===== src/rtl/vec_pkg.sv =====
`default_nettype none
// ============================================================================
// Module   : vec_pkg
// Purpose  : Shared types and constants for the vector execution unit:
//            element function encoding, op-field bit positions, FSM states
//            and a clog2 helper that never returns zero.
// Revision : 1.0 - initial release
// ============================================================================
package vec_pkg;

    // Element function, carried in op_i[1:0]
    typedef enum logic [1:0] {
        ADD = 2'b00,
        SUB = 2'b01,
        MUL = 2'b10,
        MIN = 2'b11
    } vec_func_e;

    // Control FSM states
    typedef enum logic [1:0] {
        IDLE = 2'b00,
        EXEC = 2'b01,
        DONE = 2'b10
    } vec_state_e;

    // Op field positions
    localparam int OP_SAT_BIT    = 3;
    localparam int OP_SCALAR_BIT = 2;

    // clog2 that yields at least one bit, so single-entry counters stay legal
    function automatic int safe_clog2(input int x);
        return (x <= 1) ? 1 : $clog2(x);
    endfunction

endpackage : vec_pkg
`default_nettype wire


===== src/rtl/vec_lane_alu.sv =====
`default_nettype none
// ============================================================================
// Module   : vec_lane_alu
// Purpose  : Combinational single-element unsigned ALU (add/sub/mul/min) with
//            optional saturation.
// Ports    : i_a, i_b  - unsigned operands (vdw_p bits)
//            i_func    - element function (vec_func_e encoding)
//            i_sat     - 1 = saturate, 0 = wrap (ignored for MIN)
//            o_res     - vdw_p-bit result
// Revision : 1.0 - initial release
// ============================================================================
module vec_lane_alu
    import vec_pkg::*;
#(
    parameter int vdw_p = 4
) (
    input  logic [vdw_p-1:0] i_a,
    input  logic [vdw_p-1:0] i_b,
    input  logic [1:0]       i_func,
    input  logic             i_sat,
    output logic [vdw_p-1:0] o_res
);

    logic [vdw_p:0]     w_sum;   // MSB is the carry-out
    logic [vdw_p:0]     w_diff;  // MSB is the borrow (a < b)
    logic [2*vdw_p-1:0] w_prod;

    assign w_sum  = {1'b0, i_a} + {1'b0, i_b};
    assign w_diff = {1'b0, i_a} - {1'b0, i_b};
    assign w_prod = {{vdw_p{1'b0}}, i_a} * {{vdw_p{1'b0}}, i_b};

    always_comb begin
        o_res = '0;
        case (vec_func_e'(i_func))
            ADD: o_res = (i_sat && w_sum[vdw_p])  ? '1 : w_sum[vdw_p-1:0];
            SUB: o_res = (i_sat && w_diff[vdw_p]) ? '0 : w_diff[vdw_p-1:0];
            MUL: o_res = (i_sat && (|w_prod[2*vdw_p-1:vdw_p])) ? '1 : w_prod[vdw_p-1:0];
            MIN: o_res = (i_a < i_b) ? i_a : i_b;
            default: o_res = '0;
        endcase
    end

endmodule : vec_lane_alu
`default_nettype wire


===== src/rtl/vector_exec_unit.sv =====
`default_nettype none
// ============================================================================
// Module   : vector_exec_unit
// Purpose  : Multi-beat vector ALU. Latches a command, computes lanes_p
//            elements per cycle over beats_lp = vlen_p/lanes_p beats, then
//            holds the result until the consumer takes it.
// Ports    : clk_i, reset_i (sync, active high)
//            op_i      - [3] sat, [2] scalar broadcast, [1:0] function
//            a_i, b_i  - operand vectors (element e at [e*vdw_p +: vdw_p])
//            scalar_i  - broadcast B element in scalar mode
//            mask_i    - per-element compute enable (0 = pass A)
//            v_i/ready_o      - command handshake
//            data_o/v_o/yumi_i - result handshake
//            done_o    - one-cycle pulse on first result-valid cycle
// Revision : 1.0 - initial release
// ============================================================================
module vector_exec_unit
    import vec_pkg::*;
#(
    parameter int vlen_p  = 4,
    parameter int vdw_p   = 4,
    parameter int lanes_p = 2
) (
    input  logic                    clk_i,
    input  logic                    reset_i,
    input  logic [3:0]              op_i,
    input  logic [vlen_p*vdw_p-1:0] a_i,
    input  logic [vlen_p*vdw_p-1:0] b_i,
    input  logic [vdw_p-1:0]        scalar_i,
    input  logic [vlen_p-1:0]       mask_i,
    input  logic                    v_i,
    output logic                    ready_o,
    output logic [vlen_p*vdw_p-1:0] data_o,
    output logic                    v_o,
    input  logic                    yumi_i,
    output logic                    done_o
);

    localparam int c_BEATS = vlen_p / lanes_p;
    localparam int c_CNT_W = safe_clog2(c_BEATS);
    localparam int c_IDX_W = safe_clog2(vlen_p);
    localparam logic [c_CNT_W-1:0] c_LAST_BEAT = c_CNT_W'(c_BEATS - 1);

    // ------------------------------------------------------------------
    // State and operand/result registers
    // ------------------------------------------------------------------
    vec_state_e         r_state;
    vec_state_e         w_state_next;
    logic [c_CNT_W-1:0] r_cnt;
    logic [1:0]         r_func;
    logic               r_sat;
    logic [vlen_p-1:0]  r_mask;
    logic [vdw_p-1:0]   r_a   [vlen_p];
    logic [vdw_p-1:0]   r_b   [vlen_p];   // already holds the broadcast scalar in scalar mode
    logic [vdw_p-1:0]   r_res [vlen_p];
    logic               r_done;
    logic               w_done_next;
    logic               w_accept;
    logic               w_last;

    // Lane select / lane result
    logic [c_IDX_W-1:0] w_idx      [lanes_p];
    logic [vdw_p-1:0]   w_lane_a   [lanes_p];
    logic [vdw_p-1:0]   w_lane_b   [lanes_p];
    logic               w_lane_m   [lanes_p];
    logic [vdw_p-1:0]   w_lane_res [lanes_p];
    logic [vdw_p-1:0]   w_lane_out [lanes_p];

    assign w_accept = v_i & ready_o;
    assign w_last   = (r_cnt == c_LAST_BEAT);
    assign done_o   = r_done;

    // ------------------------------------------------------------------
    // FSM
    // ------------------------------------------------------------------
    always_ff @(posedge clk_i) begin
        if (reset_i) begin
            r_state <= IDLE;
            r_done  <= 1'b0;
        end else begin
            r_state <= w_state_next;
            r_done  <= w_done_next;
        end
    end

    always_comb begin
        w_state_next = r_state;
        w_done_next  = 1'b0;
        ready_o      = 1'b0;
        v_o          = 1'b0;
        case (r_state)
            IDLE: begin
                ready_o = 1'b1;
                if (v_i) w_state_next = EXEC;
            end
            EXEC: begin
                if (w_last) begin
                    w_state_next = DONE;
                    w_done_next  = 1'b1;   // pulse lands on the DONE entry cycle
                end
            end
            DONE: begin
                v_o = 1'b1;
                if (yumi_i) w_state_next = IDLE;
            end
            default: w_state_next = IDLE;
        endcase
    end

    // ------------------------------------------------------------------
    // Lane element select: beat cnt covers elements cnt*lanes_p + l
    // ------------------------------------------------------------------
    always_comb begin
        for (int l = 0; l < lanes_p; l++) begin
            w_idx[l]    = c_IDX_W'(int'(r_cnt) * lanes_p + l);
            w_lane_a[l] = r_a[w_idx[l]];
            w_lane_b[l] = r_b[w_idx[l]];
            w_lane_m[l] = r_mask[w_idx[l]];
        end
    end

    generate
        for (genvar l = 0; l < lanes_p; l++) begin : g_lane
            vec_lane_alu #(
                .vdw_p (vdw_p)
            ) u_alu (
                .i_a    (w_lane_a[l]),
                .i_b    (w_lane_b[l]),
                .i_func (r_func),
                .i_sat  (r_sat),
                .o_res  (w_lane_res[l])
            );
            // Masked-off elements pass operand A through unchanged
            assign w_lane_out[l] = w_lane_m[l] ? w_lane_res[l] : w_lane_a[l];
        end
    endgenerate

    // ------------------------------------------------------------------
    // Datapath registers
    // ------------------------------------------------------------------
    always_ff @(posedge clk_i) begin
        if (reset_i) begin
            r_cnt  <= '0;
            r_func <= '0;
            r_sat  <= 1'b0;
            r_mask <= '0;
            for (int e = 0; e < vlen_p; e++) begin
                r_a[e]   <= '0;
                r_b[e]   <= '0;
                r_res[e] <= '0;
            end
        end else if (w_accept) begin
            r_cnt  <= '0;
            r_func <= op_i[1:0];
            r_sat  <= op_i[OP_SAT_BIT];
            r_mask <= mask_i;
            for (int e = 0; e < vlen_p; e++) begin
                r_a[e] <= a_i[e*vdw_p +: vdw_p];
                r_b[e] <= op_i[OP_SCALAR_BIT] ? scalar_i : b_i[e*vdw_p +: vdw_p];
            end
        end else if (r_state == EXEC) begin
            r_cnt <= r_cnt + c_CNT_W'(1);
            for (int l = 0; l < lanes_p; l++) begin
                r_res[w_idx[l]] <= w_lane_out[l];
            end
        end
    end

    always_comb begin
        data_o = '0;
        for (int e = 0; e < vlen_p; e++) begin
            data_o[e*vdw_p +: vdw_p] = r_res[e];
        end
    end

endmodule : vector_exec_unit
`default_nettype wire


===== config.mk =====
export PLATFORM = sky130hd
export DESIGN_NAME = vector_exec_unit
export DESIGN_NICKNAME = d
export VERILOG_FILES = /design/src/rtl/vec_pkg.sv /design/src/rtl/vec_lane_alu.sv /design/src/rtl/vector_exec_unit.sv
export SDC_FILE = /design/constraint.sdc
export NUM_CORES = 1
export LEC_CHECK = 0
export BUFFER_PORTS_ARGS = -buffer_cell sky130_fd_sc_hd__buf_4
export CORE_ASPECT_RATIO = 1.4
export CORE_MARGIN = 5
export CORE_UTILIZATION = 63
export CTS_CLUSTER_DIAMETER = 150
export DETAILED_ROUTE_END_ITERATION = 6
export GPL_TIMING_DRIVEN = 0
export HOLD_SLACK_MARGIN = 0.12
export PLACE_DENSITY = 0.87
export SYNTH_ARGS = -nofsm -noshare
export SYNTH_HDL_FRONTEND = slang
export SYNTH_SLANG_ARGS = --single-unit

===== constraint.sdc =====
create_clock -name clk_i -period 9.5 [get_ports clk_i]
set_input_delay 1.9 -clock clk_i [delete_from_list [all_inputs] [get_ports clk_i]]
set_output_delay 1.9 -clock clk_i [all_outputs]
set_load 0.005 [all_outputs]

== Yosys cells after proc, flatten, opt, wreduce, memory -nomap -nowiden ==
Memories as Yosys holds them, arrays and structs flattened. A register that Yosys moved wholly into a read port is not among the register bits.
Cells that the tools add are included.
Storage, ports and cells
  flip-flop bits (word level): 11
  bits in writable memories: 48
  output and inout port bits: 19
  memories: 3
Cells by class
  add/subtract/negate cells: 6
  multipliers: 2
  order comparisons: 4
  equality and inequality tests: 8
  muxes and demuxes: 54
  bitwise logic cells: 10
  reduce and logical (&&, ||, !) cells: 15
Memories
  r_a: words 4, bits a word 4, read ports 2, clocked after memory_dff 1, write ports 4, RTL line vector_exec_unit.sv:53  | logic [vdw_p-1:0] r_a [vlen_p];
  r_b: words 4, bits a word 4, read ports 2, clocked after memory_dff 1, write ports 4, RTL line vector_exec_unit.sv:54  | logic [vdw_p-1:0] r_b [vlen_p];
  r_res: words 4, bits a word 4, read ports 4, clocked after memory_dff 0, write ports 4, RTL line vector_exec_unit.sv:55  | logic [vdw_p-1:0] r_res [vlen_p];
Operators with widths (count)
  $mux W4: 24
  $pmux W4 S4: 2
  $mux W2: 9
  $mux W1: 17
  $mul A4 B4 Y8: 2
  $reduce_or A4 Y1: 4
  $add A4 B4 Y5: 2
  $sub A4 B4 Y5: 2
  $lt A4 B4 Y1: 2
  $or A1 B1 Y1: 8
  $eq A2 B2 Y1 const B: 3
  $logic_and A1 B1 Y1: 6
  $lt A2 B3 Y1 const B: 2
  $ne A2 B2 Y1 const B: 3
  $pmux W2 S3: 1
  $eq A2 B1 Y1 const B: 2
  $logic_not A2 Y1: 2
  $reduce_or A2 Y1: 2
  $reduce_and A3 Y1: 1
  $add A2 B1 Y2 const B: 1
  $bmux W1 S2: 1
  $add A1 B1 Y1 const B: 1
  $and A1 B1 Y1: 1
  $not A1 Y1: 1

== Longest topological paths before layout ==
An unclocked memory read counts as a cell.
  depth in word-level cells: 9
  gate-level depth with buffers: 16

== Modules after synthesis ==
A second synthesis with hierarchy kept.
Second synthesis, totals
  cells, all modules: 490
  area, all modules: 4827.1 um^2
By module, submodules not included
  vector_exec_unit: instances 1, cells each 208, area each 2705.1 um^2
  vec_lane_alu at g_lane[0].u_alu: instances 1, cells each 141, area each 1062.3 um^2
  vec_lane_alu at g_lane[1].u_alu: instances 1, cells each 141, area each 1059.8 um^2

== Least setup slack after synthesis ==
OpenSTA, ideal clock, no wires.
  path type: reg-to-reg
  from: reg with a tool-made name
  to: mem r_res[3][3], data pin
  setup time: 0.268 ns
  arrival time: 3.703 ns
  data required time: 9.232 ns
  slack: 5.529 ns
  stages on the path, launching flop included: 15
  buffers on the path: 1
  period minus slack after synthesis: 3.971 ns
  cells stage by stage: dfxtp_1 > buf_4 > mux2i_2 > clkinv_1 > ha_1 > ha_1 > fa_1 > inv_1 > fa_1 > nand2b_1 > o22ai_1 > o211ai_1 > or3_1 > a31oi_1 > mux2i_1
RTL lines (RTL line)
  end: declaration: vector_exec_unit.sv:55

==> impl_metrics.csv <==
group,metric,value,unit
timing,tightest_slew,1.25,ns
routing,firstDrtPassIters,5,
routing,drt-total-wl,11900,um
yosys,synth_seq_area_share,36.1,%
critical_path,arrival,4.81,ns
yosys,synth-compound-area-share,18.3,%
critical_path,r2r_slack,4.75,ns
cts,clkSinkCount,60,
cts,path_clk_slew,0.08,ns
critical_path,cp_data_required_time,9.56,ns
floorplan,start_util,64.1,%
cts,cts_setup_buffers,0,
pwr,power.switching,0.277,mW
yosys,synthesis.nets,582,
critical_path,cp_slowest_cell,"fa_1",
pwr,peakVddDrop,0.111,mV
yosys,synth_top_area_share,31.0,%
global_routing,grt_util_met3,4.61,%
worst_hold_path,whs_endpoint,"r_mask[3]$_SDFFE_PP0P_",
critical_path,crit_path_max_fanout,8,
timing,worst_slack,4.75,ns
yosys,yosys_warnings,0,
worst_hold_path,whs_path_depth,1,
yosys,synthAdderAreaFrac,16.7,%
cells_and_area,n_antenna_cell,0,
cells_and_area,final_util,74.9,%
yosys,synth-edff-count,48,
global_routing,met1_usage,29.9,%
cts,post_cts_resized,0,
critical_path,crit_path_cell_trace,"buf_4 > mux2i_2 > clkinv_1 > ha_1 > ha_1 > fa_1 > inv_1 > fa_1 > nand2b_1 > o22ai_1 > o211ai_1 > or3_1 > a31oi_1 > mux2i_1",
yosys,synth_most_common_cell,"edfxtp_1",
floorplan,fp-row-count,37,
timing,hold_viol,0,
routing,ant_nets,0,
pwr,pwr-share-comb,33.7,%
routing,viasPerCell,5.97,
cells_and_area,drive_gt1_share,18.1,%
timing,setup_viol,0,
yosys,syn_area,4660,um2
pwr,p_clk_share,27.0,%
critical_path,r2r-end,"r_res[3][3]$_DFFE_PP_",
timing,finalCriticalPeriod,4.75,ns
timing,fmaxAchievable,211,MHz
yosys,ys_async_sr_fraction,0,%
floorplan,dieWidth,82.7,um
cts,cts_tree,"done",
critical_path,crit_buf_inv,3,
yosys,synth_ff_type,"edfxtp_1",
pwr,p_leak,2.44,nW
floorplan,core,7270,um2
cts,root_buffer,"clkbuf_8",
job,cap_violations,0,
yosys,synth_top_family_by_area,"compound AO/OA/AOI/OAI gates",
yosys,synthMuxAreaShare,4.70,%
cells_and_area,num-nets-final,657,
cts,clkLatencyLatePin,0.34,ns
cts,clockBufferDepth,2,
global_routing,grt_max_degree,35,
run_status,outcome,"finished clean",
worst_hold_path,hold_class,"flip-flop to flip-flop",
routing,remaining_drc_errors,0,
yosys,syn_inst,479,
yosys,synth_area_leaders,"edfxtp_1, ha_1, dfxtp_1, fa_1, nand2b_1",
critical_path,slowest_delay,0.53,ns
timing,rsz0062_at_grt,"no",
global_routing,overflow,0,
routing,routedWlPerCell,18.2,um
yosys,ys_top_cells_by_count,"edfxtp_1, ha_1, inv_1",
pwr,power.total,0.806,mW
placed_design,post-dp-hpwl,9560,um
yosys,synth_largest_area_cell,"edfxtp_1",
timing,relSlewSlack,16.6,%
global_routing,busiest_layer,"met2",
yosys,ys_ff_latch,60,
pwr,p_sw_share,34.4,%
routing,dr_total_vias,3915,
yosys,synthXorXnorAreaFrac,1.32,%
floorplan,fp.dieArea,9240,um2
cts,hold_buffers,0,
floorplan,pin_count,67,
global_routing,grt_pass1_wl,18600,um
cells_and_area,nFillCells,542,
timing,finClkSkew,0.0200,ns
critical_path,start_kind,"flip-flop",
placed_design,gp_congestion,0.970,
placed_design,portBuffers,64,
timing,fin_crit_sh,50.0,%
global_routing,use_met2,46.9,%
global_routing,antenna_found_initial,0,
placed_design,post-place-ws,4.77,ns
cells_and_area,syn_to_final_growth,16.9,%
cts,htreeDepth,3,
critical_path,reg2reg_depth,14,
timing,slew_viol_final,0,
pwr,power_frac_seq,39.3,%
timing,tns,0,ns
cts,numCtsBuffers,9,
critical_path,path_class,"flip-flop to flip-flop",
critical_path,end_kind,"flip-flop",
global_routing,grt_pass1_vias,3845,
pwr,p_per_area,148,nW/um2
global_routing,track_usage,26.9,%
yosys,synth_area_per_cell,9.72,um2
critical_path,cpLargestDelayFamily,"adder cells",
routing,drtIter0Drc,249,
floorplan,die_h,112,um
worst_hold_path,hp-start,"r_mask[3]$_SDFFE_PP0P_",
yosys,synth-simple-area-share,17.3,%
yosys,synthDistinctLibCells,65,
pwr,p_int,0.529,mW
layer usage:
layer  part of all wire (%)  vias up
met1                     37     1842
met3                    4.6       45
met4                    5.2        0
met5                      0        -
met2                     54      154
li1                       -     1874
worst max path at each step:
stage | from | endpoint | cells past startpoint
5_1_grt | flip-flop | r_res[3][3]$_DFFE_PP_ | 14
3_5_place_dp | flip-flop | r_res[3][3]$_DFFE_PP_ | 14
3_3_place_gp | flip-flop | r_res[3][3]$_DFFE_PP_ | 14
2_1_floorplan | flip-flop | r_res[3][3]$_DFFE_PP_ | 14
4_1_cts | flip-flop | r_res[3][3]$_DFFE_PP_ | 14
6_report | flip-flop | r_res[3][3]$_DFFE_PP_ | 14
flip-flops by register name (all words and copies together), names as in the netlist, named ones only:
register,flops
r_cnt,1
done_o,1
r_func,2
r_b,16
r_a,16
r_res,16
r_sat,1
r_mask,4
r_state,2
layout make-up:
type	count	area [um2]	area share, %
multi-input combinational	356	2710	49.9
sequential	60	1680	30.9
timing repair buffer	64	480	8.83
inverter	43	161	2.97
clock buffer	11	153	2.80
tap	97	121	2.23
buffer	20	100	1.84
clock inverter	5	31.3	0.575
power by group through the flow:
stage | Clock [mW] | Combinational (mW) | Sequential, mW
2_1_floorplan | 0 | 0.186 | 0.321
4_1_cts | 0.218 | 0.268 | 0.317
5_1_grt | 0.234 | 0.298 | 0.319
6_report | 0.218 | 0.271 | 0.317
3_3_place_gp | 0 | 0.259 | 0.321
3_5_place_dp | 0 | 0.266 | 0.323
placed cells by master, fill, tap and decap left out, types with 4 or more instances in the layout:
| cell | netlist | final |
|---|---|---|
| o21ai_0 | 15 | 15 |
| a22o_1 | 7 | 7 |
| clkbuf_1 | 12 | 13 |
| nor3_1 | 6 | 6 |
| nand2_1 | 26 | 26 |
| nor2b_1 | 9 | 9 |
| ha_1 | 43 | 43 |
| buf_2 | 5 | 5 |
| buf_4 | 1 | 65 |
| edfxtp_1 | 48 | 48 |
| a21o_1 | 7 | 7 |
| o31ai_1 | 5 | 5 |
| inv_1 | 41 | 41 |
| nand2b_1 | 32 | 32 |
| and2_1 | 21 | 21 |
| a31oi_1 | 7 | 7 |
| dfxtp_1 | 12 | 12 |
| nand3_1 | 4 | 4 |
| o21a_1 | 5 | 5 |
| mux2i_1 | 16 | 16 |
| a21oi_1 | 32 | 32 |
| o211ai_1 | 5 | 5 |
| clkbuf_8 | 0 | 9 |
| xnor2_1 | 4 | 4 |
| fa_1 | 12 | 12 |
| nor2_1 | 40 | 40 |
metrics by stage:
stage,hold slack [ns],instances,instance area [um2]
finish,0.483,656,5440
CTS,0.485,656,5440
detailed placement,0.467,640,5260
global placement,0.457,640,5260
global route,0.507,656,5440
floorplan,0.443,479,4660
kinds of logic (layout without fill, tap and decap cells):
group                      after synthesis  in the layout
buffers and inverters                   63            143
DFF                                     60             60
muxes                                   20             20
adders and majority gates               55             55
and+or+nand+nor                        154            154
AOI/OAI and AO/OA                      120            120
xor gates and xnor gates                 7              7
Note: power is estimated with default switching activity, not from simulation.
